==> config.mk <==
export PLATFORM = sky130hd
export DESIGN_NAME = int_ctrl_flat
export DESIGN_NICKNAME = d
export VERILOG_FILES = /design/src/rtl/int_ctrl_if.sv /design/src/rtl/int_ctrl.sv /design/src/flat_wrapper.sv
export SDC_FILE = /design/constraint.sdc
export NUM_CORES = 1
export LEC_CHECK = 0
export CAP_MARGIN = 20
export CORE_MARGIN = 2
export CORE_UTILIZATION = 37
export DETAILED_ROUTE_END_ITERATION = 8
export MAX_ROUTING_LAYER = met4
export PLACE_DENSITY = 0.88
export SLEW_MARGIN = 40
export SYNTH_ARGS = -nofsm -noshare
export SYNTH_HDL_FRONTEND = slang
export SYNTH_SLANG_ARGS = --single-unit
==> constraint.sdc <==
create_clock -name clk -period 2.65 [get_ports clk]
set_input_delay 0.53 -clock clk [delete_from_list [all_inputs] [get_ports clk]]
set_output_delay 0.53 -clock clk [all_outputs]
set_load 0.01 [all_outputs]
==> src/rtl/int_ctrl_if.sv <==
// ---------------------------------------------------------------------------
// int_ctrl_if -- bundle between the pipeline and the trap/interrupt controller.
//
// Pipeline -> controller : id_ecall, id_ebreak, id_mret, inst_addr, ex_jump,
//                          ex_jump_addr, ext_int, csr_mtvec, csr_mepc,
//                          csr_mstatus, global_int_en
// Controller -> pipeline : int_we[2:0] (bit2 mepc, bit1 mcause, bit0 mstatus),
//                          int_mepc, int_mcause, int_mstatus, hold, int_jump,
//                          int_jump_addr, dbg_state (current FSM state)
//
// Handshake: there is no back-pressure. Every int_we bit and int_jump is a
// single-cycle strobe; its data is valid exactly in the cycle the strobe is
// high, and the pipeline must accept it in that cycle (it is stalled by hold).
//
// modport master : pipeline side
// modport slave  : int_ctrl side
// ---------------------------------------------------------------------------
interface int_ctrl_if;
  logic        id_ecall;
  logic        id_ebreak;
  logic        id_mret;
  logic [15:0] inst_addr;
  logic        ex_jump;
  logic [15:0] ex_jump_addr;
  logic        ext_int;
  logic [15:0] csr_mtvec;
  logic [15:0] csr_mepc;
  logic [15:0] csr_mstatus;
  logic        global_int_en;

  logic [2:0]  int_we;
  logic [15:0] int_mepc;
  logic [15:0] int_mcause;
  logic [15:0] int_mstatus;
  logic        hold;
  logic        int_jump;
  logic [15:0] int_jump_addr;
  logic [2:0]  dbg_state;

  modport master (
    output id_ecall, id_ebreak, id_mret, inst_addr, ex_jump, ex_jump_addr,
           ext_int, csr_mtvec, csr_mepc, csr_mstatus, global_int_en,
    input  int_we, int_mepc, int_mcause, int_mstatus, hold, int_jump,
           int_jump_addr, dbg_state
  );

  modport slave (
    input  id_ecall, id_ebreak, id_mret, inst_addr, ex_jump, ex_jump_addr,
           ext_int, csr_mtvec, csr_mepc, csr_mstatus, global_int_en,
    output int_we, int_mepc, int_mcause, int_mstatus, hold, int_jump,
           int_jump_addr, dbg_state
  );
endinterface

==> src/rtl/int_ctrl.sv <==
// ---------------------------------------------------------------------------
// int_ctrl -- trap / interrupt sequencer.
//
// Detects ECALL, EBREAK, MRET and enabled external interrupts while idle,
// stalls the pipeline, writes mepc / mcause / mstatus one CSR per cycle and
// then redirects the PC for one cycle.
//
// Ports:
//   clk   : clock, rising edge
//   rst_n : synchronous active-low reset
//   bus   : int_ctrl_if.slave (all event, CSR and write-back signals)
//
// Build option: define INT_VECTORED_EN to enable vectored interrupt targets
// (csr_mtvec[0]=1 -> base + 4*cause[14:0] for interrupts). Without it every
// trap goes to the base address.
// ---------------------------------------------------------------------------
module int_ctrl (
  input  logic       clk,
  input  logic       rst_n,
  int_ctrl_if.slave  bus
);

  typedef enum logic [2:0] {
    IDLE      = 3'd0,
    W_MEPC    = 3'd1,
    W_MCAUSE  = 3'd2,
    W_MSTATUS = 3'd3,
    W_MRET    = 3'd4,
    JUMP      = 3'd5
  } state_e;

  localparam logic [15:0] CAUSE_ECALL  = 16'd11;
  localparam logic [15:0] CAUSE_EBREAK = 16'd3;
  localparam logic [15:0] CAUSE_EXTINT = 16'h800B;

  state_e      state_q, state_d;
  logic [15:0] cause_q, cause_d;
  logic [15:0] epc_q, epc_d;
  logic        mret_q, mret_d;  // JUMP targets mepc instead of the trap vector

  logic        int_req;
  logic [15:0] trap_base;
  logic [15:0] trap_target;
  logic [15:0] mstatus_trap;
  logic [15:0] mstatus_mret;
  logic        unused_bits;

  assign int_req   = bus.ext_int & bus.global_int_en;
  assign trap_base = {bus.csr_mtvec[15:2], 2'b00};

  // 4*cause[14:0] taken modulo 2^16 only keeps cause[13:0].
`ifdef INT_VECTORED_EN
  assign trap_target = (bus.csr_mtvec[0] && cause_q[15])
                       ? trap_base + {cause_q[13:0], 2'b00}
                       : trap_base;
`else
  assign trap_target = trap_base;
`endif

  assign unused_bits = ^{bus.csr_mtvec[1:0], cause_q[14]};

  // Trap entry: MPIE (bit7) <- MIE (bit3), MIE cleared.
  assign mstatus_trap = {bus.csr_mstatus[15:8], bus.csr_mstatus[3],
                         bus.csr_mstatus[6:4], 1'b0, bus.csr_mstatus[2:0]};
  // Return: MIE <- MPIE, MPIE set.
  assign mstatus_mret = {bus.csr_mstatus[15:8], 1'b1,
                         bus.csr_mstatus[6:4], bus.csr_mstatus[7],
                         bus.csr_mstatus[2:0]};

  always_ff @(posedge clk) begin
    if (!rst_n) begin
      state_q <= IDLE;
      cause_q <= '0;
      epc_q   <= '0;
      mret_q  <= 1'b0;
    end else begin
      state_q <= state_d;
      cause_q <= cause_d;
      epc_q   <= epc_d;
      mret_q  <= mret_d;
    end
  end

  always_comb begin
    state_d           = state_q;
    cause_d           = cause_q;
    epc_d             = epc_q;
    mret_d            = mret_q;
    bus.hold          = 1'b1;
    bus.int_we        = 3'b000;
    bus.int_mepc      = '0;
    bus.int_mcause    = '0;
    bus.int_mstatus   = '0;
    bus.int_jump      = 1'b0;
    bus.int_jump_addr = '0;

    case (state_q)
      IDLE: begin
        bus.hold = 1'b0;
        if (bus.id_ecall) begin
          bus.hold = 1'b1;
          cause_d  = CAUSE_ECALL;
          epc_d    = bus.inst_addr;
          mret_d   = 1'b0;
          state_d  = W_MEPC;
        end else if (bus.id_ebreak) begin
          bus.hold = 1'b1;
          cause_d  = CAUSE_EBREAK;
          epc_d    = bus.inst_addr;
          mret_d   = 1'b0;
          state_d  = W_MEPC;
        end else if (bus.id_mret) begin
          bus.hold = 1'b1;
          mret_d   = 1'b1;
          state_d  = W_MRET;
        end else if (int_req) begin
          // A taken jump in EX has not retired its target yet: resume there.
          bus.hold = 1'b1;
          cause_d  = CAUSE_EXTINT;
          epc_d    = bus.ex_jump ? bus.ex_jump_addr : bus.inst_addr + 16'd2;
          mret_d   = 1'b0;
          state_d  = W_MEPC;
        end
      end
      W_MEPC: begin
        bus.int_we   = 3'b100;
        bus.int_mepc = epc_q;
        state_d      = W_MCAUSE;
      end
      W_MCAUSE: begin
        bus.int_we     = 3'b010;
        bus.int_mcause = cause_q;
        state_d        = W_MSTATUS;
      end
      W_MSTATUS: begin
        bus.int_we      = 3'b001;
        bus.int_mstatus = mstatus_trap;
        state_d         = JUMP;
      end
      W_MRET: begin
        bus.int_we      = 3'b001;
        bus.int_mstatus = mstatus_mret;
        state_d         = JUMP;
      end
      JUMP: begin
        bus.int_jump      = 1'b1;
        bus.int_jump_addr = mret_q ? bus.csr_mepc : trap_target;
        state_d           = IDLE;
      end
      default: begin
        state_d = IDLE;
      end
    endcase
  end

  assign bus.dbg_state = state_q;

endmodule

==> src/flat_wrapper.sv <==
// flat-port wrapper written by rule: the top's interface ports become plain ports
module int_ctrl_flat 
  (clk, rst_n, bus_id_ecall, bus_id_ebreak, bus_id_mret, bus_inst_addr, bus_ex_jump, bus_ex_jump_addr, bus_ext_int, bus_csr_mtvec, bus_csr_mepc, bus_csr_mstatus, bus_global_int_en, bus_int_we, bus_int_mepc, bus_int_mcause, bus_int_mstatus, bus_hold, bus_int_jump, bus_int_jump_addr, bus_dbg_state);
  int_ctrl_if bus_i ();
  input  logic clk;
  input  logic rst_n;
  input wire logic [$bits(bus_i.id_ecall)-1:0] bus_id_ecall;
  input wire logic [$bits(bus_i.id_ebreak)-1:0] bus_id_ebreak;
  input wire logic [$bits(bus_i.id_mret)-1:0] bus_id_mret;
  input wire logic [$bits(bus_i.inst_addr)-1:0] bus_inst_addr;
  input wire logic [$bits(bus_i.ex_jump)-1:0] bus_ex_jump;
  input wire logic [$bits(bus_i.ex_jump_addr)-1:0] bus_ex_jump_addr;
  input wire logic [$bits(bus_i.ext_int)-1:0] bus_ext_int;
  input wire logic [$bits(bus_i.csr_mtvec)-1:0] bus_csr_mtvec;
  input wire logic [$bits(bus_i.csr_mepc)-1:0] bus_csr_mepc;
  input wire logic [$bits(bus_i.csr_mstatus)-1:0] bus_csr_mstatus;
  input wire logic [$bits(bus_i.global_int_en)-1:0] bus_global_int_en;
  output wire logic [$bits(bus_i.int_we)-1:0] bus_int_we;
  output wire logic [$bits(bus_i.int_mepc)-1:0] bus_int_mepc;
  output wire logic [$bits(bus_i.int_mcause)-1:0] bus_int_mcause;
  output wire logic [$bits(bus_i.int_mstatus)-1:0] bus_int_mstatus;
  output wire logic [$bits(bus_i.hold)-1:0] bus_hold;
  output wire logic [$bits(bus_i.int_jump)-1:0] bus_int_jump;
  output wire logic [$bits(bus_i.int_jump_addr)-1:0] bus_int_jump_addr;
  output wire logic [$bits(bus_i.dbg_state)-1:0] bus_dbg_state;
  assign bus_i.id_ecall = bus_id_ecall;
  assign bus_i.id_ebreak = bus_id_ebreak;
  assign bus_i.id_mret = bus_id_mret;
  assign bus_i.inst_addr = bus_inst_addr;
  assign bus_i.ex_jump = bus_ex_jump;
  assign bus_i.ex_jump_addr = bus_ex_jump_addr;
  assign bus_i.ext_int = bus_ext_int;
  assign bus_i.csr_mtvec = bus_csr_mtvec;
  assign bus_i.csr_mepc = bus_csr_mepc;
  assign bus_i.csr_mstatus = bus_csr_mstatus;
  assign bus_i.global_int_en = bus_global_int_en;
  assign bus_int_we = bus_i.int_we;
  assign bus_int_mepc = bus_i.int_mepc;
  assign bus_int_mcause = bus_i.int_mcause;
  assign bus_int_mstatus = bus_i.int_mstatus;
  assign bus_hold = bus_i.hold;
  assign bus_int_jump = bus_i.int_jump;
  assign bus_int_jump_addr = bus_i.int_jump_addr;
  assign bus_dbg_state = bus_i.dbg_state;
  int_ctrl u_core (.clk(clk), .rst_n(rst_n), .bus(bus_i));
endmodule
==> run summary <==
Status = finished, final reports clean
RSZ-0062 raised after global routing = no
# port buffers = 145
Vias in the first global route = 2365
Power Density = 377 nW/um2
Vias per cell = 5.12
Power Internal = 0.881 mW
FILL cells = 494
DRT antenna net count = 0
Worst stage delay on the critical path = 0.54 ns
Final net count = 517
Drt wl/cell = 14.8 um
Routability cong. = 0.811
Critical Path RT = 2.12 ns
M1 GR Usage = 0.287
Row Count = 27
Total GRT Usage = 0.236
Max FO, Critical Path = 11
WS Path Type = reg2out
Setup repair bufs after CTS = 0
Area of the multi-input gates = 1420 um2
Synth warn = 0
Post-Syn Area = 2050 um2
Total negative slack = 0 ns
Leakage = 1.34 nW
Fmax = 404 MHz
Core ar. = 5440 um2
Initial DRC Count = 126
Worst Hold End = u_core.epc_q[5]$_SDFFE_PN0P_
Share of cells above drive strength 1 = 0.0515
Commonest non-fill, non-tap cell in the layout = clkdlybuf4s50_1
Crit path cell chain = nand3b_1 -> buf_4 -> nor2_1 -> clkdlybuf4s50_1
Commonest cells after routing, fill and taps aside = 145 x clkdlybuf4s50_1, 33 x and2_1, 31 x nor2_1
Gr busiest metal = met2
HP Class = reg2reg
Clock skew = 0.00238 ns
Skew-Pair Late Insertion Delay = 0.27 ns
Sinks on Clock Net = 23
Period minus WS final = 2.47 ns
Slowest-stage cell, CP = clkdlybuf4s50_1
Starting Density = 0.378
Synth-to-layout area growth = 73.9%
DRT Wirelength = 7410 um
Placed cell areas = 3520 um2
Adder-cell share of the synthesized area = 0.00609
Hold Path Depth = 2
Sequential share of power = 0.335
Flop-to-flop setup slack = 0.87 ns
RR Startpoint = u_core.bus.dbg_state[0]$_SDFFE_PN0P_
Initial antenna violation count = 0
Global-route wire length before repair = 11500 um
Crit path launch type = flop
Reg clk slew, reported paths = 0.09 ns
Post-synthesis simple-gate area fraction = 0.357
IO Pins = 160
Mapped Cells = 289
CP top delay family = buffers and inverters
Antenna diode count = 0
XOR/XNOR Fraction of Synth Area = 0
Register area = 460 um2
Htree depth = 1
Reg2reg end = u_core.epc_q[1]$_SDFFE_PN0P_
Syn_area_per_cell = 7.10 um2
Met3 Track Usage GR = 0.0425
Root Buffer = clkbuf_8
MaxCap Viol Count = 0
Compound-Gate Fraction of Synth Area = 0.199
Final setup viols = 0
Peak VDD IR = 0.000283 V
Final Util = 0.656
Worst path depth = 4
Post-DP HPWL = 5930 um
Remaining global-route overflow = 0
GR Util met2 = 0.395
Largest net degree at the start of global routing = 28
Net switching share of the total power = 0.345
Net switching power = 0.464 mW
CTS tree = yes
Residual DRC = 0
Netlist cell types = 47
Largest family of logic cells by synthesized area = simple AND/OR/NAND/NOR gates
Clock network fraction of total power = 0.168
Sequential fraction of the synthesis area = 0.224
Logic pwr share = 0.497
Synthesized flop and latch total = 23
Finished Cell Area = 3570 um2
CTS buffer count = 3
Max-slew violation count = 0
Pre-antenna DRT Iters = 4
DR vias = 2554
Die Y = 78.5 um
Worst path bufs/invs = 2
R2r worst-path depth = 5
Longest Clk Path Bufs = 2
Hold wc startpoint = u_core.epc_q[5]$_SDFFE_PN0P_
Crit. End Element = primary output
DIE AREA = 6160 um2
Fin. Hold Viols = 0
Mux cell area share after synthesis = 0.108
WP data arrival = 1.94 ns
Final Cycle Share = 0.934
Die X-Extent = 78.5 um
-- kinds of logic after synthesis --
| group | count (synthesis) |
|---|---|
| flops | 23 |
| simple gates | 142 |
| buf+inv | 38 |
| mux | 22 |
| other cells | 1 |
| compound gates | 62 |
| fa+ha+maj | 1 |
-- layer usage --
| layer | wire length, um | vias up |
|---|---|---|
| li1 | - | 1284 |
| met1 | 3010 | 1138 |
| met2 | 3720 | 120 |
| met3 | 533 | 12 |
| met4 | 139 | 0 |
| met5 | 0 | - |
-- cell type report --
class                           count  area share
Clock buffer                        3      0.0116
Sequential cell                    23       0.129
Timing Repair Buffer              155       0.428
Inverter                            6     0.00631
Multi-Input combinational cell    239       0.399
Tap cell                           72      0.0252
Clock inverter                      1     0.00140
-- synth_stat cells (all sizes together) --
library cell | n | area, um2
o221ai | 1 | 8.76
o41ai | 2 | 17.5
buf | 23 | 155
a21o | 3 | 22.5
conb | 1 | 3.75
o211ai | 2 | 15.0
o32ai | 4 | 35.0
a41oi | 2 | 17.5
nor4 | 2 | 12.5
and3 | 7 | 43.8
or3 | 1 | 11.3
nand2b | 4 | 25.0
o21ai | 18 | 90.1
nor3b | 1 | 7.51
and2 | 33 | 206
nand2 | 28 | 105
a31oi | 6 | 37.5
o31ai | 1 | 7.51
a311oi | 3 | 26.3
nor3 | 9 | 45.0
o311ai | 1 | 8.76
a21oi | 14 | 81.3
and4 | 2 | 17.5
nor2 | 32 | 123
nor2b | 4 | 25.0
a221oi | 1 | 8.76
nand3 | 10 | 50.1
o22ai | 1 | 6.26
or4 | 1 | 7.51
ha | 1 | 12.5
a31o | 1 | 8.76
clkbuf | 9 | 35.0
mux2i | 20 | 200
nand4 | 4 | 25.0
nand3b | 3 | 22.5
a22oi | 1 | 7.51
a32oi | 1 | 8.76
dfxtp | 23 | 460
mux2 | 2 | 22.5
or2 | 1 | 6.26
inv | 6 | 22.5
-- registers in the layout, summed over array words and instances (netlist names) --
| name | cells |
|---|---|
| u_core.mret_q | 1 |
| u_core.cause_q | 3 |
| u_core.epc_q | 16 |
| u_core.bus.dbg_state | 3 |
-- power by group through the flow --
stage               clock network (mW)  registers, mW  logic, mW
finish                           0.226          0.451      0.669
global placement                     0          0.454      0.650
floorplan                            0          0.446      0.345
detailed placement                   0          0.457      0.666
global route                     0.246          0.460      0.726
CTS                              0.226          0.449      0.669
-- worst min-delay path, stage by stage (launching register included) --
cell and delay, ns:
dfxtp_1 0.32, nand2_1 0.05, o32ai_1 0.07
-- how the worst max path moves through the flow --
| stage | endpoint | start | slack, ns |
|---|---|---|---|
| after global routing | bus_int_jump_addr[5] | u_core.bus.dbg_state[2]$_SDFFE_PN0P_ | 0.03 |
| final | bus_int_jump_addr[8] | u_core.bus.dbg_state[2]$_SDFFE_PN0P_ | 0.18 |
| after floorplan | bus_int_mepc[10] | u_core.bus.dbg_state[0]$_SDFFE_PN0P_ | 0.76 |
| after global placement | bus_hold | bus_id_ecall | 0.27 |
| after CTS | bus_int_mstatus[8] | u_core.bus.dbg_state[0]$_SDFFE_PN0P_ | 0.12 |
| after detailed placement | bus_hold | bus_id_ecall | 0.24 |
-- metrics by stage --
step | power, mW | std cells | worst slack [ns] | hold slack (ns)
3_5_place_dp | 1.12 | 495 | 0.238 | 0.466
4_1_cts | 1.34 | 499 | 0.120 | 0.479
6_report | 1.35 | 499 | 0.176 | 0.476
5_1_grt | 1.43 | 499 | 0.0300 | 0.504
2_1_floorplan | 0.791 | 300 | 0.764 | 0.432
3_3_place_gp | 1.10 | 495 | 0.266 | 0.451
-- timing repair --
item                                    in CTS  in global routing
hold buffers                                 0                  0
resized for setup                            0                  1
endpoints found under the setup margin       0                 12
Note: power is estimated with default switching activity, not from simulation.
